==> config.mk <==
export PLATFORM = sky130hd
export DESIGN_NAME = mem_port_arbiter
export DESIGN_NICKNAME = d
export VERILOG_FILES = /design/src/rtl/mem_port_arbiter.sv
export SDC_FILE = /design/constraint.sdc
export NUM_CORES = 1
export LEC_CHECK = 0
export ABC_AREA = 0
export CAP_MARGIN = 20
export CORE_AREA = 2 2 106 108
export DETAILED_ROUTE_END_ITERATION = 16
export DIE_AREA = 0 0 108 110
export MAX_ROUTING_LAYER = met4
export PLACE_DENSITY = 0.78
export SLEW_MARGIN = 20
export SYNTH_ARGS = -nofsm -noshare
export SYNTH_HDL_FRONTEND = slang
export SYNTH_SLANG_ARGS = --single-unit
==> constraint.sdc <==
create_clock -name clk -period 2 [get_ports clk]
set_input_delay 0.4 -clock clk [delete_from_list [all_inputs] [get_ports clk]]
set_output_delay 0.4 -clock clk [all_outputs]
set_load 0.02 [all_outputs]
==> src/rtl/mem_port_arbiter.sv <==
// Shares one memory port between instruction fetch (IF) and load/store (LS) requesters,
// counts out a fixed read latency. Define ARB_ROUND_ROBIN_EN for round-robin contention.
module mem_port_arbiter #(
    parameter int MEM_LATENCY = 1,
    parameter int ADDR_W      = 32,
    parameter int DATA_W      = 32
) (
    input  logic              clk,
    input  logic              reset,
    input  logic              if_req,
    input  logic [ADDR_W-1:0] if_addr,
    output logic              if_gnt,
    output logic              if_rvalid,
    output logic [DATA_W-1:0] if_rdata,
    input  logic              ls_req,
    input  logic              ls_we,
    input  logic [ADDR_W-1:0] ls_addr,
    input  logic [DATA_W-1:0] ls_wdata,
    input  logic [2:0]        ls_funct3,
    output logic              ls_gnt,
    output logic              ls_rvalid,
    output logic [DATA_W-1:0] ls_rdata,
    output logic [ADDR_W-1:0] mem_address,
    output logic [DATA_W-1:0] mem_data_in,
    output logic              mem_wren,
    output logic [2:0]        mem_funct3,
    input  logic [DATA_W-1:0] mem_data_out,
    output logic              busy
);

    generate
        if (MEM_LATENCY < 1 || MEM_LATENCY > 4) begin : g_bad_latency
            $error("mem_port_arbiter: MEM_LATENCY must be in 1..4");
        end
    endgenerate

    // Handshake: a requester holds req (and its fields) stable until the cycle it sees gnt;
    // gnt is that acceptance. Dropping req before gnt withdraws it. Read data returns on a
    // one-cycle rvalid pulse to the requester that owns the access.
    typedef enum logic {
        IDLE = 1'b0,
        WAIT = 1'b1
    } state_t;

    localparam logic OWN_IF = 1'b0;
    localparam logic OWN_LS = 1'b1;

    state_t            state_q, state_d;
    logic [2:0]        cnt_q, cnt_d;
    logic              owner_q, owner_d;
    logic [ADDR_W-1:0] addr_q, addr_d;
    logic [2:0]        f3_q, f3_d;
    logic              ls_wins;
    logic              grant_ls;
    logic              grant_if;

`ifdef ARB_ROUND_ROBIN_EN
    logic              rr_q, rr_d;
    // The pointer names the last winner, so the other requester wins the next tie.
    assign ls_wins = (rr_q == OWN_IF);
`else
    assign ls_wins = 1'b1;
`endif

    always_comb begin
        state_d     = state_q;
        cnt_d       = cnt_q;
        owner_d     = owner_q;
        addr_d      = addr_q;
        f3_d        = f3_q;
`ifdef ARB_ROUND_ROBIN_EN
        rr_d        = rr_q;
`endif
        grant_ls    = 1'b0;
        grant_if    = 1'b0;
        if_gnt      = 1'b0;
        ls_gnt      = 1'b0;
        if_rvalid   = 1'b0;
        ls_rvalid   = 1'b0;
        if_rdata    = '0;
        ls_rdata    = '0;
        mem_address = addr_q;
        mem_data_in = '0;
        mem_wren    = 1'b0;
        mem_funct3  = f3_q;
        busy        = 1'b0;

        // Outputs are forced quiet during the reset cycle so nothing is granted or returned.
        if (!reset) begin
            case (state_q)
                IDLE: begin
                    grant_ls = ls_req && (!if_req || ls_wins);
                    grant_if = if_req && !grant_ls;
                    if (grant_ls) begin
                        ls_gnt      = 1'b1;
                        mem_address = ls_addr;
                        mem_data_in = ls_wdata;
                        mem_funct3  = ls_funct3;
                        mem_wren    = ls_we;
                        addr_d      = ls_addr;
                        f3_d        = ls_funct3;
                        owner_d     = OWN_LS;
`ifdef ARB_ROUND_ROBIN_EN
                        rr_d        = OWN_LS;
`endif
                        if (!ls_we) begin
                            state_d = WAIT;
                            cnt_d   = 3'(MEM_LATENCY);
                        end
                    end else if (grant_if) begin
                        if_gnt      = 1'b1;
                        mem_address = if_addr;
                        mem_funct3  = 3'b010;
                        addr_d      = if_addr;
                        f3_d        = 3'b010;
                        owner_d     = OWN_IF;
`ifdef ARB_ROUND_ROBIN_EN
                        rr_d        = OWN_IF;
`endif
                        state_d     = WAIT;
                        cnt_d       = 3'(MEM_LATENCY);
                    end
                end
                WAIT: begin
                    busy  = 1'b1;
                    cnt_d = cnt_q - 3'd1;
                    if (cnt_q <= 3'd1) begin
                        state_d = IDLE;
                        cnt_d   = 3'd0;
                        if (owner_q == OWN_LS) begin
                            ls_rvalid = 1'b1;
                            ls_rdata  = mem_data_out;
                        end else begin
                            if_rvalid = 1'b1;
                            if_rdata  = mem_data_out;
                        end
                    end
                end
                default: state_d = IDLE;
            endcase
        end
    end

    always_ff @(posedge clk) begin
        if (reset) begin
            state_q <= IDLE;
            cnt_q   <= 3'd0;
            owner_q <= OWN_IF;
            addr_q  <= '0;
            f3_q    <= 3'b000;
`ifdef ARB_ROUND_ROBIN_EN
            rr_q    <= OWN_IF;
`endif
        end else begin
            state_q <= state_d;
            cnt_q   <= cnt_d;
            owner_q <= owner_d;
            addr_q  <= addr_d;
            f3_q    <= f3_d;
`ifdef ARB_ROUND_ROBIN_EN
            rr_q    <= rr_d;
`endif
        end
    end

endmodule

==> qor.txt <==
Status: complete, but fails checks
Failing checks: negative setup slack
# rows: 38
Initial Utilization: 31.4%
Syn Area/Cell: 7.88 um2
Die area: 0.0119 mm2
Psw: 1.59 mW
Top post-synthesis cells by area: dfxtp_1 24%, and2_1 20%, nor2b_1 6.0%
Clk network pwr share: 16.4%
Die H: 110 um
Clock Tree Root: clkbuf_8
Area share of the leading cell type in the synthesized netlist: 23.9%
Detail Placement HPWL: 12,500 um
Power per cell area: 468 mW/mm2
Final setup skew: 5.32 ps
Die X: 108 um
Crit start category: register
Top FF cell, synth: dfxtp_1
Setup Viol. Count Final: 138
Net Sw Frac: 37.4%
Setup crit end: if_rdata[2]
Final Cycle Share: 119%
CTS tree: done
IO buf count: 272
Worst-margin pin slew: 771 ps
Clock slew at reported path FFs: 90 ps
Post-synthesis sequential area ratio: 23.9%
Final setup margin: -378 ps
Largest net degree at the start of global routing: 34
Fraction of layout cells with a size suffix above 1: 60.2%
RSZ-0062 raised after global routing: true
Syn Nets: 564
Pleak: 3.86 nW
Synth unique cells: 47
Maximum VDD drop: 392 uV
Number of flops mapped to enable cells by yosys: 0
Min Tclk post-route: 2380 ps
Post-route ant nets: 0
Max Cap Violations: 0
WL per Instance: 23.3 um
Crit path max fanout: 8
Vias in the first global route: 4,959
Leading area contributor after synthesis: dfxtp_1
Headroom to the max-slew limit: 48.4%
Nets: 949
Setup TNS: -30,000 ps
Drt pass-1 iters: 5
Vias: 5,367
Endpoint type of the worst setup path: output port
Asr flop ratio synth: 0%
Maximum clock path buffer count: 2
GR Overflow Total: 0
Via density: 5.61
P&R area growth vs syn: 171%
TritonCTS buffer count: 5
Power, Total: 4.26 mW
Core footprint: 0.0107 mm2
Later-pin clock latency in the skew report: 300 ps
R2r setup slk: -40 ps
WS Path Type: reg2out
H-Tree Depth: 2
FF-to-FF Start: state_q
CP startpoint: cnt_q[1]
Slew Viols, Final: 0
DR DRC count: 0
Mapped Cells: 426
Synthesis warning total: 0
Reg power frac: 23.5%
Antenna violations before repair: 3
R2R depth: 8
Reg2reg end: addr_q[0]
Routed wire length: 22,300 um
Synthesized area: 0.00336 mm2
Initial drt markers: 306
Max Fclk: 421 MHz
P_int: 2.67 mW
Register bit total from synthesis: 40
Final Hold Vio Count: 0
Comb power frac: 60.1%
Worst path required time: 1600 ps
Clock Sinks: 40
CP arrival: 1980 ps
RD Place Congestion: 0.857
Class of the most critical hold timing path: reg2reg
First-pass GRT wire length: 26,900 um
Global Route Usage Sum: 30.2%
I/O pin count: 273
[cell usage after synthesis (all sizes together) (7+ instances only)]
| cell | count |
|---|---|
| and2 | 106 |
| dfxtp | 40 |
| nor2b | 32 |
| buf | 30 |
| nand2 | 27 |
| nor2 | 21 |
| o32ai | 19 |
| a2111oi | 18 |
| o31ai | 18 |
| o21ai | 13 |
| clkbuf | 12 |
| a22oi | 10 |
| a221o | 9 |
| a31oi | 9 |
| a21oi | 7 |
[registers in the layout, summed over array words and instances, names as in the netlist]
| register | flops |
|---|---|
| addr_q | 32 |
| cnt_q | 3 |
| f3_q | 3 |
| owner_q | 1 |
| state_q | 1 |
[cells in the final DEF (no fill, tap or decap), types with 5 or more instances in the layout]
| master | synthesis | layout |
|---|---|---|
| buf_6 | 3 | 150 |
| clkdlybuf4s50_1 | 0 | 132 |
| and2_4 | 0 | 93 |
| buf_4 | 1 | 93 |
| dfxtp_1 | 40 | 37 |
| nor2b_1 | 32 | 31 |
| nor2_1 | 19 | 19 |
| buf_12 | 0 | 19 |
| o31ai_4 | 0 | 17 |
| o32ai_4 | 0 | 15 |
| nand2_4 | 0 | 15 |
| and2_1 | 106 | 13 |
| a22oi_2 | 0 | 10 |
| a2111oi_1 | 10 | 10 |
| a31oi_1 | 9 | 9 |
| a221o_1 | 9 | 9 |
| clkbuf_16 | 0 | 9 |
| nand2_1 | 27 | 8 |
| o21ai_1 | 5 | 8 |
| a2111oi_2 | 8 | 8 |
| buf_8 | 0 | 8 |
| a21oi_1 | 7 | 7 |
| buf_16 | 0 | 6 |
| nand3_1 | 5 | 5 |
| clkbuf_8 | 0 | 5 |
[power by group through the flow]
stage / clock network, mW / logic [mW] / registers [mW]
after floorplan: 0 / 0.777 / 0.949
after global placement: 0 / 1.68 / 0.960
after detailed placement: 0 / 1.72 / 0.966
after CTS: 0.701 / 2.11 / 0.968
after global routing: 0.724 / 2.66 / 1.01
final: 0.699 / 2.56 / 1.00
[timing repair]
item,CTS,global route
resized for setup,890,232
setup buffers,30,26
gates cloned,11,9
pin swaps,30,66
hold buffers,0,0
setup endpoints to repair,147,137
[stage by stage]
step | instances | worst slack, ps | cell area (um2) | util (%) | hold slack [ps]
2_1_floorplan | 426 | 46.9 | 3360 | - | 443
3_3_place_gp | 881 | -844 | 6820 | 63.7 | 460
3_5_place_dp | 881 | -872 | 6820 | 63.7 | 461
4_1_cts | 929 | -292 | 8110 | 75.8 | 490
5_1_grt | 955 | -422 | 9100 | 85.0 | 511
6_report | 956 | -378 | 9100 | 85.1 | 492
[layout make-up]
class,count,area [um2]
well taps,140,175
multi-input cells,339,3350
fillers,534,1600
flip-flops and latches,40,810
repair buffers,420,4620
diodes,4,10.0
clock buffers,5,68.8
clock inverters,3,42.5
inverters,5,18.8
[critical path, stage by stage, from the launching register on]
cell and delay, ps:
dfxtp_2 330, inv_2 70, ha_4 120, o21ba_4 170, buf_6 120, nor4_4 210, buf_6 170, clkbuf_16 150
and2_1 180, buf_6 140
[how the worst min path moves through the flow]
stage	start	endpoint	slack, ps	depth (start not counted)
6_report	f3_q[2]	f3_q[2]	490	1
5_1_grt	f3_q[2]	f3_q[2]	510	1
4_1_cts	f3_q[2]	f3_q[2]	490	1
3_5_place_dp	f3_q[2]	f3_q[2]	460	1
3_3_place_gp	f3_q[2]	f3_q[2]	460	1
2_1_floorplan	f3_q[0]	f3_q[0]	440	1
[kinds of logic after synthesis]
| kind of cell | Yosys count | synth area share (%) |
|---|---|---|
| simple gates | 207 | 36.0 |
| compound gates | 129 | 32.1 |
| buf+inv | 47 | 6.97 |
| flops | 40 | 23.9 |
| fa+ha+maj | 2 | 0.746 |
| mux | 1 | 0.298 |
[per-layer routing]
layer	share of wire, %	global-route usage [%]	vias up
met5	0	-	-
met4	5.4	10.3	0
met3	8.1	7.94	97
met2	52	54.7	364
met1	34	32.1	2567
li1	-	-	2339
Power figures use the tool's default switching activity.
